**config.mk**
```make
export PLATFORM = sky130hd
export DESIGN_NAME = eth_tx_fsm_flat
export DESIGN_NICKNAME = d
export VERILOG_FILES = /design/src/rtl/eth_tx_fsm_if.sv /design/src/rtl/eth_tx_fsm.sv /design/src/flat_wrapper.sv
export SDC_FILE = /design/constraint.sdc
export NUM_CORES = 1
export LEC_CHECK = 0
export ABC_AREA = 1
export BUFFER_PORTS_ARGS = -buffer_cell sky130_fd_sc_hd__clkbuf_2
export CAP_MARGIN = 5
export CORE_MARGIN = 2
export CORE_UTILIZATION = 25
export CTS_BUF_LIST = sky130_fd_sc_hd__clkbuf_8 sky130_fd_sc_hd__clkbuf_16
export DETAILED_ROUTE_END_ITERATION = 6
export PLACE_DENSITY_LB_ADDON = 0.15
export REMOVE_ABC_BUFFERS = 1
export SYNTH_ARGS = -nofsm -noshare
export SYNTH_HDL_FRONTEND = slang
export SYNTH_SLANG_ARGS = --single-unit
```
**constraint.sdc**
```tcl
create_clock -name clk -period 6.5 [get_ports clk]
set_input_delay 0.975 -clock clk [delete_from_list [all_inputs] [get_ports clk]]
set_output_delay 0.975 -clock clk [all_outputs]
set_load 0.05 [all_outputs]
```
**src/rtl/eth_tx_fsm_if.sv**
```systemverilog
// Stream bundle for the transmit framer: frame-word handshake in,
// 32-bit beat stream out, plus the downstream stall.
interface eth_tx_fsm_if #(
    parameter int DATA_WIDTH = 32,
    parameter int FIFO_WIDTH = 130
);
    logic [FIFO_WIDTH-1:0] in_word;
    logic                  in_valid;
    logic                  in_ready;
    logic                  stall;
    logic [DATA_WIDTH-1:0] outdata;
    logic                  outsop;
    logic                  outeop;
    logic                  outvalid;

    modport master (
        output in_word,
        output in_valid,
        input  in_ready,
        output stall,
        input  outdata,
        input  outsop,
        input  outeop,
        input  outvalid
    );

    modport slave (
        input  in_word,
        input  in_valid,
        output in_ready,
        input  stall,
        output outdata,
        output outsop,
        output outeop,
        output outvalid
    );
endinterface

```
**src/rtl/eth_tx_fsm.sv**
```systemverilog
// Per-port transmit framer: one packed frame word in, four 32-bit
// beats out (dest, src, payload, crc), then a fixed inter-packet gap.
module eth_tx_fsm #(
    parameter int DATA_WIDTH = 32,
    parameter int FIFO_WIDTH = 130,
    parameter int IPG_CYCLES = 2,
    parameter int CNT_WIDTH  = 16
) (
    input  logic                 clk,
    input  logic                 rst,
    eth_tx_fsm_if.slave          bus,
    output logic                 busy,
    output logic                 drop_err,
    output logic [CNT_WIDTH-1:0] tx_frame_cnt,
    output logic [CNT_WIDTH-1:0] drop_cnt
);

    localparam int DST_LSB = 1;
    localparam int PAY_LSB = DST_LSB + DATA_WIDTH;
    localparam int SRC_LSB = PAY_LSB + DATA_WIDTH;
    localparam int CRC_LSB = SRC_LSB + DATA_WIDTH;
    localparam int EOP_BIT = FIFO_WIDTH - 1;

    localparam logic [3:0] IPG_LOAD = 4'(IPG_CYCLES);
    localparam bit         HAS_GAP  = (IPG_CYCLES > 0);

    typedef enum logic [2:0] {
        S_IDLE,
        S_DEST,
        S_SRC,
        S_DATA,
        S_CRC,
        S_GAP
    } state_t;

    state_t                 state_q, state_d;
    logic [FIFO_WIDTH-2:1]  word_q;
    logic [3:0]             gap_q;
    logic                   rdy_q;
    logic                   drop_q;
    logic [CNT_WIDTH-1:0]   frame_q;
    logic [CNT_WIDTH-1:0]   dropc_q;

    logic                   accept;
    logic                   malformed;
    logic                   crc_done;

    logic [DATA_WIDTH-1:0]  data_d;
    logic                   sop_d;
    logic                   eop_d;
    logic                   valid_d;

    // The sop/eop markers travel with the word; both must be set.
    assign accept    = bus.in_valid & rdy_q;
    assign malformed = ~bus.in_word[0] | ~bus.in_word[EOP_BIT];
    assign crc_done  = (state_q == S_CRC) & ~bus.stall;

    // State register; reset abandons any frame in flight.
    always_ff @(posedge clk or posedge rst) begin
        if (rst) begin
            state_q <= S_IDLE;
        end else begin
            state_q <= state_d;
        end
    end

    // Next-state: beats advance only when the downstream is not stalling.
    always_comb begin
        state_d = state_q;
        unique case (state_q)
            S_IDLE: begin
                if (accept && !malformed) begin
                    state_d = S_DEST;
                end
            end
            S_DEST: begin
                if (!bus.stall) state_d = S_SRC;
            end
            S_SRC: begin
                if (!bus.stall) state_d = S_DATA;
            end
            S_DATA: begin
                if (!bus.stall) state_d = S_CRC;
            end
            S_CRC: begin
                if (!bus.stall) state_d = HAS_GAP ? S_GAP : S_IDLE;
            end
            S_GAP: begin
                if (gap_q <= 4'd1) state_d = S_IDLE;
            end
            default: state_d = S_IDLE;
        endcase
    end

    // Beat outputs decoded from the held word; zero outside beat states.
    always_comb begin
        data_d  = '0;
        sop_d   = 1'b0;
        eop_d   = 1'b0;
        valid_d = 1'b0;
        unique case (state_q)
            S_DEST: begin
                data_d  = word_q[DST_LSB +: DATA_WIDTH];
                sop_d   = 1'b1;
                valid_d = 1'b1;
            end
            S_SRC: begin
                data_d  = word_q[SRC_LSB +: DATA_WIDTH];
                valid_d = 1'b1;
            end
            S_DATA: begin
                data_d  = word_q[PAY_LSB +: DATA_WIDTH];
                valid_d = 1'b1;
            end
            S_CRC: begin
                data_d  = word_q[CRC_LSB +: DATA_WIDTH];
                eop_d   = 1'b1;
                valid_d = 1'b1;
            end
            default: begin
                data_d  = '0;
            end
        endcase
    end

    // Held word, gap timer, ready flag, drop pulse and wrapping counters.
    always_ff @(posedge clk or posedge rst) begin
        if (rst) begin
            word_q  <= '0;
            gap_q   <= '0;
            rdy_q   <= 1'b0;
            drop_q  <= 1'b0;
            frame_q <= '0;
            dropc_q <= '0;
        end else begin
            rdy_q  <= (state_d == S_IDLE);
            drop_q <= accept & malformed;
            if (accept && !malformed) begin
                word_q <= bus.in_word[FIFO_WIDTH-2:1];
            end
            if (accept && malformed) begin
                dropc_q <= dropc_q + CNT_WIDTH'(1);
            end
            if (crc_done) begin
                frame_q <= frame_q + CNT_WIDTH'(1);
                gap_q   <= IPG_LOAD;
            end else if (state_q == S_GAP) begin
                gap_q   <= gap_q - 4'd1;
            end
        end
    end

    assign bus.in_ready  = rdy_q;
    assign bus.outdata   = data_d;
    assign bus.outsop    = sop_d;
    assign bus.outeop    = eop_d;
    assign bus.outvalid  = valid_d;
    assign busy          = (state_q != S_IDLE);
    assign drop_err      = drop_q;
    assign tx_frame_cnt  = frame_q;
    assign drop_cnt      = dropc_q;

endmodule
```
**src/flat_wrapper.sv**
```systemverilog
// flat-port wrapper written by rule: the top's interface ports become plain ports
module eth_tx_fsm_flat 
#(
    parameter int DATA_WIDTH = 32,
    parameter int FIFO_WIDTH = 130,
    parameter int IPG_CYCLES = 2,
    parameter int CNT_WIDTH  = 16
)
  (clk, rst, busy, drop_err, tx_frame_cnt, drop_cnt, bus_in_word, bus_in_valid, bus_in_ready, bus_stall, bus_outdata, bus_outsop, bus_outeop, bus_outvalid);
  eth_tx_fsm_if #(.DATA_WIDTH(DATA_WIDTH), .FIFO_WIDTH(FIFO_WIDTH)) bus_i ();
  input  logic clk;
  input  logic rst;
  output logic busy;
  output logic drop_err;
  output logic [CNT_WIDTH-1:0] tx_frame_cnt;
  output logic [CNT_WIDTH-1:0] drop_cnt;
  input wire logic [$bits(bus_i.in_word)-1:0] bus_in_word;
  input wire logic [$bits(bus_i.in_valid)-1:0] bus_in_valid;
  output wire logic [$bits(bus_i.in_ready)-1:0] bus_in_ready;
  input wire logic [$bits(bus_i.stall)-1:0] bus_stall;
  output wire logic [$bits(bus_i.outdata)-1:0] bus_outdata;
  output wire logic [$bits(bus_i.outsop)-1:0] bus_outsop;
  output wire logic [$bits(bus_i.outeop)-1:0] bus_outeop;
  output wire logic [$bits(bus_i.outvalid)-1:0] bus_outvalid;
  assign bus_i.in_word = bus_in_word;
  assign bus_i.in_valid = bus_in_valid;
  assign bus_in_ready = bus_i.in_ready;
  assign bus_i.stall = bus_stall;
  assign bus_outdata = bus_i.outdata;
  assign bus_outsop = bus_i.outsop;
  assign bus_outeop = bus_i.outeop;
  assign bus_outvalid = bus_i.outvalid;
  eth_tx_fsm #(.DATA_WIDTH(DATA_WIDTH), .FIFO_WIDTH(FIFO_WIDTH), .IPG_CYCLES(IPG_CYCLES), .CNT_WIDTH(CNT_WIDTH)) u_core (.clk(clk), .rst(rst), .bus(bus_i), .busy(busy), .drop_err(drop_err), .tx_frame_cnt(tx_frame_cnt), .drop_cnt(drop_cnt));
endmodule
```
Word-level counts from Yosys, hierarchy flattened:

Cells that the tools add are included.

* $add $sub $neg: 3
* magnitude comparators: 1
* eq/ne operators: 5
* mux-type cells: 13
* bitwise logic cells: 7
* reduce and logical (&&, ||, !) cells: 8

Operators by type and width (number)
* $pmux 32 s4: 1
* $add 16x1->16 const B: 2
* $mux 3: 6
* $pmux 3 s6: 1
* $mux 4: 2
* $eq 3x2->1 const B: 2
* $eq 3x3->1 const B: 2
* $logic_not 3->1: 2
* $le 4x1->1 const B: 1
* $reduce_or 4->1: 1
* $sub 4x1->4 const B: 1
* $and 1x1->1: 3
* $eq 3x1->1 const B: 1
* $mux 1: 3
* $not 1->1: 3
* $reduce_bool 3->1: 1
* $logic_and 1x1->1: 2
* $reduce_bool 2->1: 1
* $logic_not 1->1: 1
* $or 1x1->1: 1

* flip-flop bits (word level): 169
* bits of input ports: 134
* word-level logic and storage cells: 44

Longest topological paths before layout:

Gate-level depths: netlist of the first run.

* depth in word-level cells: 7
* gate-level depth with buffers: 9
* depth with buffers taken out: 9

Worst setup path after synthesis of the first run:

Ideal clock, no wire load.

* path kind: reg2out
* start point: reg u_core.state_q[2]
* end point: out bus_outdata[12]
* arrival: 1.437 ns
* slack: 4.088 ns
* stages on the path, launching flop included: 6
* cells stage by stage: dfrtp_1 > inv_1 > nand3_2 > buf_2 > o22ai_1 > or2_1

* word-level cells in the longest chain between the ends: 2
* elaborated cells on any way between the ends: 5
* those cells by class: 4 x eq/ne; 1 x mux

RTL lines
* start, declared: line eth_tx_fsm.sv:36 `state_t state_q, state_d;`
* start signal, assigned: line eth_tx_fsm.sv:63 `state_q <= state_d;`
* $eq 3x3->1 (tied with other cells): line eth_tx_fsm.sv:101 `unique case (state_q)`
* $pmux 32 s4 *: line eth_tx_fsm.sv:101
* end, declared: line flat_wrapper.sv:21 `output wire logic [$bits(bus_i.outdata)-1:0] bus_outdata;`

Mark *: on every way between the ends. The rest lies on a longest branch, timed or not.

Worst setup path after layout of the first run:

* start point: reg u_core.state_q[2]
* end point: out bus_outdata[1]

Same word-level chain as after synthesis.

==> results.md, run 1 <==
Status:
- The flow ran to the end, and the final reports show no timing, DRC or antenna violations.

Clock network:
- The tree is rooted in a sky130_fd_sc_hd__clkbuf_16.
- The H-tree level count is 4.
- The tree built by TritonCTS fans out to between 150 and 200 sinks.
- After clock tree synthesis, the clock-pin slew on the worst setup and hold paths is roughly 0.07 ns.
- The number of gates resized after CTS was 0.
- After clock tree synthesis, the setup repair step added 0 buffers.
- Clock latency on the worst-skew pair, taken at its later pin, is 0.43 ns.
- After clock tree synthesis, the flow added hold-fix buffers numbering 0.
- Counting along the longest clock path gives a buffer depth of 2.
- The clock tree from TritonCTS is built.
- The number of buffers added by the clock tree synthesis step is 17.

Global route:
- The met3 routing resource usage after global routing is under 10%.
- The first global-routing pass estimated between 30 and 40 mm of wire.
- The met2 usage in global routing is between 20% and 30%.
- The number of antenna violations at the first check in global routing came to 2.
- The met1 usage in global routing is between 10% and 20%.
- The pin count of the biggest net entering global routing is 96.
- The via count of the first global-routing pass was approximately 6700.
- Global routing finished with a remaining overflow of 0.
- Across every metal layer, demand over resource in global routing totals 13.6%.
- The routing layer with the top usage in global route is met2.

Placed design:
- The post-placement cell count is ~1500.
- Summed over all nets, the half-perimeter wirelength after detailed placement is 14.3 mm.
- Routability-driven placement finished with a final weighted congestion of ~0.76.
- The total of buffers placed on input and output ports is between 200 and 250.

Final layout:
- Cells with a size suffix above 1 make up 22.5% of the layout.
- Leaving out fill and tap cells, the most frequent cell in the layout is sky130_fd_sc_hd__nand2_1.
- In the layout the commonest cells are sky130_fd_sc_hd__nand2_1 (225), sky130_fd_sc_hd__clkbuf_2 (203), sky130_fd_sc_hd__dfrtp_1 (169).
- The count of non-filler cells in the finished layout is ~1500.
- The filler cells instantiated in the layout total 3381.
- The area added between synthesis and finish is 25.4%.
- In the final design database the tool counted 1262 nets.
- Summing all multi-input logic gate instances after layout gives around 2800 µm².
- The sequential cells in the finished layout cover a total of 4230 µm².

Timing:
- The total of endpoints with negative setup slack in the final report is 0.
- At the pin with the least slew margin, the transition time is 1.12 ns.
- On the final layout, the worst clock skew is 0.0185 ns.
- The max-slew violation total from the final report is 0.
- The post-route fraction of the period consumed by the critical path is ~61%.
- The total count of hold-check failures in the final report is 0.
- After routing, the total negative slack on setup checks comes to 0 ns.
- The highest clock rate is ~250 MHz.
- The tightest slew margin relative to the limit is between 20% and 30%.
- For the finished layout, the period the worst path requires is approximately 4.0 ns.
- Setup repair after global routing left no endpoint under its margin.

Drt:
- In the routed design, unresolved DRC markers number 0.
- The routed design has 21.7 mm of wire.
- After the first detailed-routing iteration, the DRC count stood at 329.
- The length of the first detailed-routing pass in iterations is 5.
- The vias per cell is about 4.3.
- Summing over every cut layer, the via total after detailed routing is around 6600.
- After detailed routing, the average wire length per cell comes to around 14 µm.
- The number of routed nets with antenna violations is 0.

Critical path:
- STA classifies the critical path startpoint as a flip-flop.
- Data arrives at the worst endpoint at roughly 3.0 ns.
- The type of destination of the critical path is a primary output.
- For the worst setup path, the data required time is 5.52 ns.
- The worst setup path is of the flip-flop to primary output kind.
- The most critical setup path has its startpoint at u_core.state_q[2].
- The highest net fanout along the worst path is 35.
- The worst register-to-register path begins at u_core.state_q[2].

Power and ir drop:
- VDD sags by at most around 0.20 mV.
- Summed over all cells, the static leakage comes to 4.99 nW.
- Dividing total power by cell area gives a power density of ~450 nW/µm².
- Power comes to 0.00445 W.

Die:
- a little over 200 I/O pins were placed.
- From left edge to right edge, the die measures between 150 and 200 µm.
- The floorplan step defined a core boundary enclosing between 30000 and 40000 µm².
- The height of the die is 181 µm.
- The count of standard-cell rows is 64.
- The starting utilization of the core area is 25.5%.
- The area of the die is roughly 33000 µm².

Min path:
- The path class of the tightest hold or removal check is flip-flop to flip-flop.
- The beginning of the worst hold path is u_core.gap_q[3].

Logic synthesis:
- The count of warnings emitted by yosys is 0.
- After technology mapping, the gate count stands at 940.
- In this run the mean area of a mapped cell was 8.34 µm².
- The sequential-to-total area share from yosys stat is between 50% and 60%.
- The synthesized flop and latch total is ~170.
- The area of the mapped netlist is slightly below 8000 µm².
- The netlist uses 26 different library cells.

Flow run:
- Across the run, the number of max-cap violations was 0.
[synth_stat cells]
cell type	instances	share of area [%]
sky130_fd_sc_hd__xor2_1	10	1.1
sky130_fd_sc_hd__nand4_1	9	0.72
sky130_fd_sc_hd__nor3_1	2	0.13
sky130_fd_sc_hd__nand3b_1	4	0.38
sky130_fd_sc_hd__nor2_8	2	0.51
sky130_fd_sc_hd__or2_2	3	0.24
sky130_fd_sc_hd__o21ai_0	139	8.9
sky130_fd_sc_hd__nor2_1	35	1.7
sky130_fd_sc_hd__o211ai_1	1	0.096
sky130_fd_sc_hd__inv_4	1	0.080
sky130_fd_sc_hd__nand3_1	13	0.83
sky130_fd_sc_hd__buf_4	1	0.096
sky130_fd_sc_hd__buf_2	27	1.7
sky130_fd_sc_hd__ha_1	4	0.64
sky130_fd_sc_hd__o22ai_1	64	5.1
sky130_fd_sc_hd__clkbuf_1	14	0.67
sky130_fd_sc_hd__inv_1	168	8.0
sky130_fd_sc_hd__dfrtp_1	169	54
sky130_fd_sc_hd__or2_1	29	2.3
sky130_fd_sc_hd__nand3_2	4	0.51
sky130_fd_sc_hd__nand2_1	225	11
sky130_fd_sc_hd__nor2_2	2	0.16
sky130_fd_sc_hd__o21ai_1	1	0.064
sky130_fd_sc_hd__xnor2_1	6	0.67
sky130_fd_sc_hd__a21oi_1	4	0.26
sky130_fd_sc_hd__nand2_4	3	0.43
[kinds of logic (layout without fill, tap and decap cells)]
logic type | after synthesis | after routing | share of synthesized area [%]
and+or+nand+nor | 331 | 331 | 18.7
buffers and inverters | 211 | 408 | 10.6
AOI/OAI and AO/OA | 209 | 209 | 14.4
DFF | 169 | 169 | 53.9
xor gates and xnor gates | 16 | 16 | 1.79
adders and majority gates | 4 | 4 | 0.638
other | 0 | 1 | 0
[worst paths after layout]
check	to	slack [ns]	depth (start not counted)
worst max-delay path	bus_outdata[1]	2.55	5
worst min-delay path	u_core.gap_q[3]	0.46	1
worst max register to register	u_core.bus.in_ready	4.16	6
worst min register to register	u_core.gap_q[3]	0.46	1
max in group asynchronous	u_core.word_q[29]	4.47	3
min in group asynchronous	u_core.tx_frame_cnt[10]	0.69	2
[per-stage QoR]
step	worst slack (ns)	hold WS (ns)	instance area [µm²]	utilization, %
3_3_place_gp	2.92	0.460	9200	29.9
2_1_floorplan	0.950	0.434	7650	-
4_1_cts	2.45	0.468	9840	32.0
3_5_place_dp	2.94	0.457	9200	29.9
5_1_grt	2.36	0.492	9840	32.0
6_report	2.55	0.464	9840	32.0
[sequential cells by signal, summed over array words and instances, names as in the netlist]
register / count
u_core.state_q: 3
u_core.drop_cnt: 16
u_core.tx_frame_cnt: 16
u_core.drop_err: 1
u_core.gap_q: 4
u_core.bus.in_ready: 1
u_core.word_q: 128
[power breakdown]
| part | total, W | switching [W] | internal, W |
|---|---|---|---|
| clock network | 0.00113 | 0.000475 | 0.000656 |
| logic | 0.00169 | 0.00124 | 0.000455 |
| registers | 0.00163 | 0.000155 | 0.00147 |
[critical path, cell delays in order (launching register included)]
cell	delay, ns
sky130_fd_sc_hd__dfrtp_1	0.43
sky130_fd_sc_hd__inv_1	0.21
sky130_fd_sc_hd__nand3_2	0.89
sky130_fd_sc_hd__o22ai_1	0.59
sky130_fd_sc_hd__or2_1	0.16
sky130_fd_sc_hd__clkbuf_2	0.27
[layer usage]
layer / routed length (µm) / vias to the layer above
met1: 10500 / 3088
met4: 160 / 2
met5: 13 / -
met3: 1400 / 10
met2: 9640 / 161
li1: - / 3332
[layout make-up]
| type | count | area share (%) |
|---|---|---|
| Tap cell | 396 | 5.04 |
| Multi-Input combinational cell | 560 | 28.3 |
| Inverter | 169 | 6.57 |
| Clock buffer | 17 | 4.32 |
| Timing Repair Buffer | 207 | 10.6 |
| Sequential cell | 169 | 43.0 |
| Clock inverter | 15 | 2.15 |
| Antenna cell | 1 | 0.0254 |
Note: power is estimated with default switching activity, not from simulation.
==> inputs of run 2 (changes only) <==
==> constraint.sdc (replaced) <==
create_clock -name clk -period 3.6 [get_ports clk]
set_input_delay 0.54 -clock clk [delete_from_list [all_inputs] [get_ports clk]]
set_output_delay 0.54 -clock clk [all_outputs]
set_load 0.05 [all_outputs]
==> run 2 against run 1 <==
Clock power grew 68%; sequential cell count is the same; first-iteration DRC count shrank 16%; final area grew 0.28%; die area is the same; sequential power grew 80%; hold slack lost 0.26 ns.
==> results.md, run 2 (synthesis results as in run 1) <==
Clock network:
- The clock sink count is between 150 and 200.
- Clock-pin slew was measured on the worst setup and hold paths at approximately 0.070 ns.
- The maximum root-to-sink buffer count is 2.
- The H-tree generated during clock tree synthesis spans 4 levels.
- The number of hold buffers added after CTS is 0.
- The count of buffers added by post-CTS timing repair for setup is 0.
- The later pin in the worst-skew pair is clocked with a latency of roughly 0.44 ns.
- TritonCTS built the clock tree.
- Once the clock tree was built, the resizer swapped 0 gates to a different size.
- The cell at the root of the clock tree is sky130_fd_sc_hd__clkbuf_16.
- TritonCTS created 17 clock buffers.

Flow run:
- The number of maximum-capacitance violations is 0.

Final layout:
- The register with the most flip-flops in the layout has 128 of them.
- The most common cell after layout, fill and taps aside is sky130_fd_sc_hd__nand2_1.
- u_core.word_q holds more flip-flops than any other register.
- The area added between synthesis and finish is 25.8%.
- For this run, the number of standard cells in the final layout without fillers is 1538.
- The final layout contains between 1000 and 1500 nets.
- Summing all flip-flop and latch instances after layout gives between 4000 and 5000 µm².
- The fill cell instance count of the final layout is around 3400.
- Of the cells placed in the final design, the portion with a size suffix greater than 1 is between 20 and 25%.
- In the layout the commonest cells are sky130_fd_sc_hd__nand2_1 (225), sky130_fd_sc_hd__clkbuf_2 (203), sky130_fd_sc_hd__dfrtp_1 (169).
- The antenna diode instance count is 0.
- Summing all multi-input logic gate instances after layout gives about 2800 µm².

Drt:
- The first detailed-routing pass took 6 iterations.
- Dividing the detail-routed via count by the number of cells gives roughly 4.3.
- The total DRC errors in the routed layout is 0.
- Detailed routing inserted a total of roughly 6600 vias.
- The first-iteration detailed-routing DRC count is between 200 and 300.
- After detailed routing, the average wire length per cell comes to ~14 µm.
- The detail route stage leaves a number of antenna-violating nets equal to 0.
- The total detailed-routing wirelength is about 22 mm.

Critical path:
- The type of destination of the critical path is a primary output.
- STA classifies the critical path startpoint as a flip-flop.
- The depth of the worst register-to-register path is 6.
- The startpoint of the worst register-to-register path is u_core.state_q[2].
- Traced cell by cell, the critical path runs through inv_1, nand3_2, buf_4, o22ai_1, or2_1, clkbuf_2.
- The library cell contributing the largest single delay on the critical path is sky130_fd_sc_hd__nand3_2.
- The largest single stage delay on the critical path is approximately 0.58 ns.
- The critical path required time is just over 3 ns.
- Of all nets on the critical path, the largest fanout is 23.
- The worst register-to-register path ends at u_core.bus.in_ready.
- The reg2reg setup slack is approximately 1.7 ns.
- The data arrival time of the worst path is approximately 2.6 ns.
- The type of the worst setup path is flip-flop to primary output.

Timing:
- The worst clock skew is approximately 0.020 ns.
- The total of endpoints with negative setup slack in the final report is 0.
- The max-slew violation total from the final report is 0.
- In the finished design, the share of the clock period the worst path needs comes to 87.6%.
- Setup repair after global routing left no endpoint under its margin.
- Static timing analysis puts the maximum clock frequency at 317 MHz.
- The slew of the pin with the lowest slew margin is approximately 0.73 ns.
- The tightest slew margin relative to the limit is 51.7%.
- The sum of negative setup slack is 0 ns.
- The clock period minus worst slack is 3.15 ns.
- The total count of hold-check failures in the final report was 0.

Die:
- After floorplanning, the core was divided into 64 placement rows.
- The I/O pin count is just over 200.
- The height of the die is between 150 and 200 µm.
- The starting utilization of the core area is 25.5%.
- The die extent in x is between 150 and 200 µm.
- The area of the die is 32800 µm².
- The placeable core region is ~31000 µm².

Placed design:
- In this run the tool buffered the top-level ports with about 200 buffer cells.
- The post-placement cell count is ~1500.
- The final estimated routing congestion in global placement is between 0.7 and 0.8.
- The half-perimeter wire length after placement is roughly 15 mm.

Global route:
- The pin count of the biggest net entering global routing is 102.
- The total global routing overflow is 0.
- The first global-routing pass estimated 36.0 mm of wire.
- The via count of the first global-routing pass is ~6800.
- The number of antenna violations at the first check in global routing is 0.
- For this run, the total global-route usage over all layers was measured as 13.9%.

Status:
- The run finished with clean final reports.

Min path:
- In this run the worst hold path is classified as primary input to async pin.

Power and ir drop:
- The power per cell area is ~800 nW/µm².
- The worst supply voltage drop on vdd is between 0.3 and 0.4 mV.
- The leakage power is 4.99 nW.
run 2: cell count changes in the layout (fill, tap and decap cells not counted), moves of 2 or more:
cell | before | now
sky130_fd_sc_hd__buf_12 | 0 | 3
sky130_fd_sc_hd__inv_6 | 9 | 7
sky130_fd_sc_hd__clkinvlp_4 | 0 | 3
sky130_fd_sc_hd__clkinv_2 | 2 | 0
sky130_fd_sc_hd__bufinv_16 | 4 | 1
sky130_fd_sc_hd__buf_4 | 4 | 6
sky130_fd_sc_hd__inv_8 | 1 | 5
run 2: through the flow:
| step | worst slack [ns] | hold WS [ns] | util, % | total power, W | instance area (µm²) |
|---|---|---|---|---|---|
| global route | 0.229 | 0.243 | 32.1 | 0.00851 | 9870 |
| CTS | 0.372 | 0.220 | 32.1 | 0.00805 | 9870 |
| floorplan | -1.52 | 0.434 | - | 0.00524 | 7650 |
| global placement | 0.924 | 0.456 | 30.2 | 0.00608 | 9280 |
| detailed placement | 0.862 | 0.456 | 30.2 | 0.00610 | 9280 |
| finish | 0.448 | 0.201 | 32.1 | 0.00792 | 9870 |
run 2: where the power goes:
part,total (W),switching (W),internal (W)
Clock,0.00190,0.000889,0.00101
Sequential,0.00294,0.000282,0.00265
Combinational,0.00309,0.00225,0.000843
Total,0.00792,0.00342,0.00450
run 2: critical path: cells and delay by family, from the launching register on:
kind | cells | cell delay, ns
buffers and inverters | 3 | 0.91
AOI/OAI and AO/OA | 1 | 0.13
DFF | 1 | 0.43
and+or+nand+nor | 2 | 0.70
run 2: worst max-delay path by stage:
| stage | to | start | cells past startpoint | slack [ns] |
|---|---|---|---|---|
| after global placement | bus_outdata[27] | u_core.state_q[2] | 6 | 0.92 |
| final | bus_outdata[0] | u_core.state_q[2] | 6 | 0.45 |
| after floorplan | u_core.bus.in_ready | rst | 1 | -1.52 |
| after CTS | bus_outdata[31] | u_core.state_q[2] | 6 | 0.37 |
| after detailed placement | bus_outdata[20] | u_core.state_q[2] | 6 | 0.86 |
| after global routing | bus_outdata[0] | u_core.state_q[2] | 6 | 0.23 |
run 2: area by class of cell:
type,count,share of cell area (%)
Multi-Input combinational cell,560,28.2
Sequential cell,169,42.9
Tap cell,396,5.02
Inverter,169,6.56
Clock buffer,18,4.45
Timing Repair Buffer,212,11.4
Clock inverter,14,1.55
run 2: layer usage:
metal  vias up  track usage [%]  wire, µm
met3        10             3.75      1130
met5         -                0         0
li1       3342                -         -
met1      3060             19.4     10800
met2       156             21.4      9810
met4         0             3.61       135
==> inputs of run 3 (changes only) <==
--- a/config.mk
+++ b/config.mk
@@ -8,6 +8,8 @@
 export ABC_AREA = 1
 export BUFFER_PORTS_ARGS = -buffer_cell sky130_fd_sc_hd__clkbuf_2
 export CAP_MARGIN = 5
+export CELL_PAD_IN_SITES_DETAIL_PLACEMENT = 1
+export CELL_PAD_IN_SITES_GLOBAL_PLACEMENT = 2
 export CORE_MARGIN = 2
 export CORE_UTILIZATION = 25
 export CTS_BUF_LIST = sky130_fd_sc_hd__clkbuf_8 sky130_fd_sc_hd__clkbuf_16
==> run 3 against run 2 <==
Die area unchanged; wire length up 9.7%; core utilization up 0.11 points; non-clock buffer count up 3; fmax up 5.1%; sequential cell count unchanged; largest cell class unchanged; highest routed layer is now met5.
==> results.md, run 3 (synthesis results as in run 1) <==
Drt:
- The total DRC errors in the routed layout is 0.
- The via count is around 6700.
- The total detailed-routing wirelength is 24.0 mm.
- Before antenna repair, the detailed router went through 4 iterations.
- The number of routed nets with antenna violations is 0.
- The vias per cell is 4.35.
- For this block, the initial DRC count from the detailed router was between 200 and 250.
- The average wire per standard cell is 15.6 µm.

Timing:
- The tightest slew margin relative to the limit is between 40% and 50%.
- For the pin with the worst max-slew slack, the measured transition is about 0.82 ns.
- The post-route fraction of the period consumed by the critical path is a little over four fifths.
- Between clock sinks in the finished design, the worst skew comes to ~0.012 ns.
- Timing would allow up to approximately 330 MHz.
- The tightest hold path in the finished design has a slack of between 0.2 and 0.3 ns.
- The routed design could run at a clock period as short as between 2 and 3 ns.
- The total count of hold-check failures in the final report is 0.
- Setup repair after global routing left no endpoint under its margin.
- The max-slew violation total from the final report came to 0.
- Setup violations remaining at the end of the flow were counted as 0.
- The worst path setup slack after routing is 0.601 ns.

Power and ir drop:
- For this design the static power due to leakage is ~5.0 nW.
- The total power after layout is 0.00795 W.
- The worst supply voltage drop on vdd is between 0.3 and 0.4 mV.
- Power spread over the standard cell area amounts to between 800 and 900 nW/µm².

Global route:
- The number of antenna violations at the first check in global routing was 6.
- Entering global routing, the biggest net connects around 110 pins.
- The total global routing overflow is 0.
- The via count of the first global-routing pass came to between 7000 and 8000.
- The combined global-route utilization of all metal layers is between 15 and 20%.
- The first-pass GRT wire length is between 30 and 40 mm.

Clock network:
- The maximum root-to-sink buffer count is 2.
- Post-CTS repair changed the size of 0 cells.
- The tree is rooted in a sky130_fd_sc_hd__clkbuf_16.
- The clock tree from TritonCTS is built.
- The H-tree level count is 4.
- After clock tree synthesis, the clock-pin slew on the worst setup and hold paths is around 0.08 ns.
- The count of buffers added by post-CTS timing repair for setup is 0.
- The clock sink count is about 170.
- The clock latency at the later pin of the worst-skew pair is 0.43 ns.
- The number of buffers added by the clock tree synthesis step is 17.
- The number of hold buffers added after CTS is 0.

Critical path:
- For the worst setup path, the data arrival time is ~2.5 ns.
- Of all nets on the critical path, the largest fanout is 21.
- The type of destination of the critical path is a primary output.
- The type of the worst setup path is flip-flop to primary output.
- At the worst endpoint, the required time is 3.06 ns.
- The sort of element at the start of the critical path is a flip-flop.

Final layout:
- For this run, the post-layout net count is roughly 1300.
- In the layout the commonest cells are sky130_fd_sc_hd__nand2_1 (225), sky130_fd_sc_hd__clkbuf_2 (203), sky130_fd_sc_hd__dfrtp_1 (169).
- The flip-flop count of the largest register after layout is 128.
- In the final layout, the share of cells above drive strength 1 is 23.1%.
- The finished layout holds approximately 1500 standard cells, fillers aside.
- The most common cell after layout, fill and taps aside is sky130_fd_sc_hd__nand2_1.
- The area added between synthesis and finish is 26.2%.
- The register with the highest flop count is u_core.word_q.

Die:
- In this run the horizontal extent of the chip is 181 µm.
- The die covers 32800 µm².
- The core region is ~30000 µm².
- Measured along the y axis, the die boundary spans 181 µm.
- For this configuration, the core starts out at a cell density of roughly 26%.
- The count of standard-cell rows is 64.
- The I/O pin count is 204.

Status:
- The flow ran to the end, and the final reports show no timing, DRC or antenna violations.

Min path:
- The path category of the worst min-delay check is primary input to async pin.

Placed design:
- The total of buffers placed on input and output ports is around 200.
- The HPWL after detailed placement is ~17 mm.
- OpenSTA, run right after detailed placement, puts the worst setup slack at around 1.0 ns.
- The number of placed instances, taps included, is about 1500.
- Routability-driven placement finished with a final weighted congestion of 0.714.

Flow run:
- The number of maximum-capacitance violations is 0.
run 3: cell types whose count changed in the layout (fill, tap and decap cells not counted), sizes merged:
cell,delta
clkinv,+7
clkinvlp,-3
buf,+3
bufinv,-1
diode,+1
inv,-3
run 3: path summary, 6_finish.rpt:
kind | start | to | slack, ns | cells after the start
setup / recovery | u_core.state_q[2] | bus_outdata[27] | 0.60 | 6
hold / removal | rst | u_core.drop_cnt[15] | 0.27 | 2
setup reg to reg | u_core.state_q[2] | u_core.bus.in_ready | 1.63 | 7
hold reg to reg | u_core.gap_q[3] | u_core.gap_q[3] | 0.48 | 1
max in group asynchronous | rst | u_core.word_q[31] | 2.45 | 3
min in group clk | bus_in_word[113] | u_core.word_q[113] | 0.30 | 3
run 3: where the power goes:
group | switching (W) | internal (W)
registers | 0.000280 | 0.00265
logic | 0.00229 | 0.000857
clock network | 0.000926 | 0.000949
run 3: per-stage QoR:
step	area [µm²]	TNS, ns	util [%]
floorplan	7650	-357.61	-
global placement	9310	0	30.3
detailed placement	9310	0	30.3
CTS	9900	0	32.2
global route	9900	0	32.2
finish	9900	0	32.2
run 3: layout make-up:
cell class | count | area (µm²)
Antenna cell | 1 | 2.50
Clock buffer | 18 | 439
Clock inverter | 14 | 150
Fill cell | 3774 | 20800
Inverter | 169 | 647
Multi-Input combinational cell | 560 | 2780
Sequential cell | 169 | 4230
Tap cell | 396 | 495
Timing Repair Buffer | 215 | 1160
run 3: worst max-delay path, stage by stage (launching register included):
cell and delay (ns):
sky130_fd_sc_hd__dfrtp_1 0.43, sky130_fd_sc_hd__inv_1 0.20, sky130_fd_sc_hd__nand3_2 0.41, sky130_fd_sc_hd__buf_4 0.42, sky130_fd_sc_hd__o22ai_1 0.14, sky130_fd_sc_hd__or2_1 0.14
sky130_fd_sc_hd__clkbuf_2 0.28
run 3: routing by layer:
layer  track usage [%]  routed length, µm  up-vias
li1                  -                  -     3351
met4              3.38                224        8
met1              20.8              11800     3193
met5                 0                 46        -
met3              4.23               1190       23
met2              23.8              10800      127
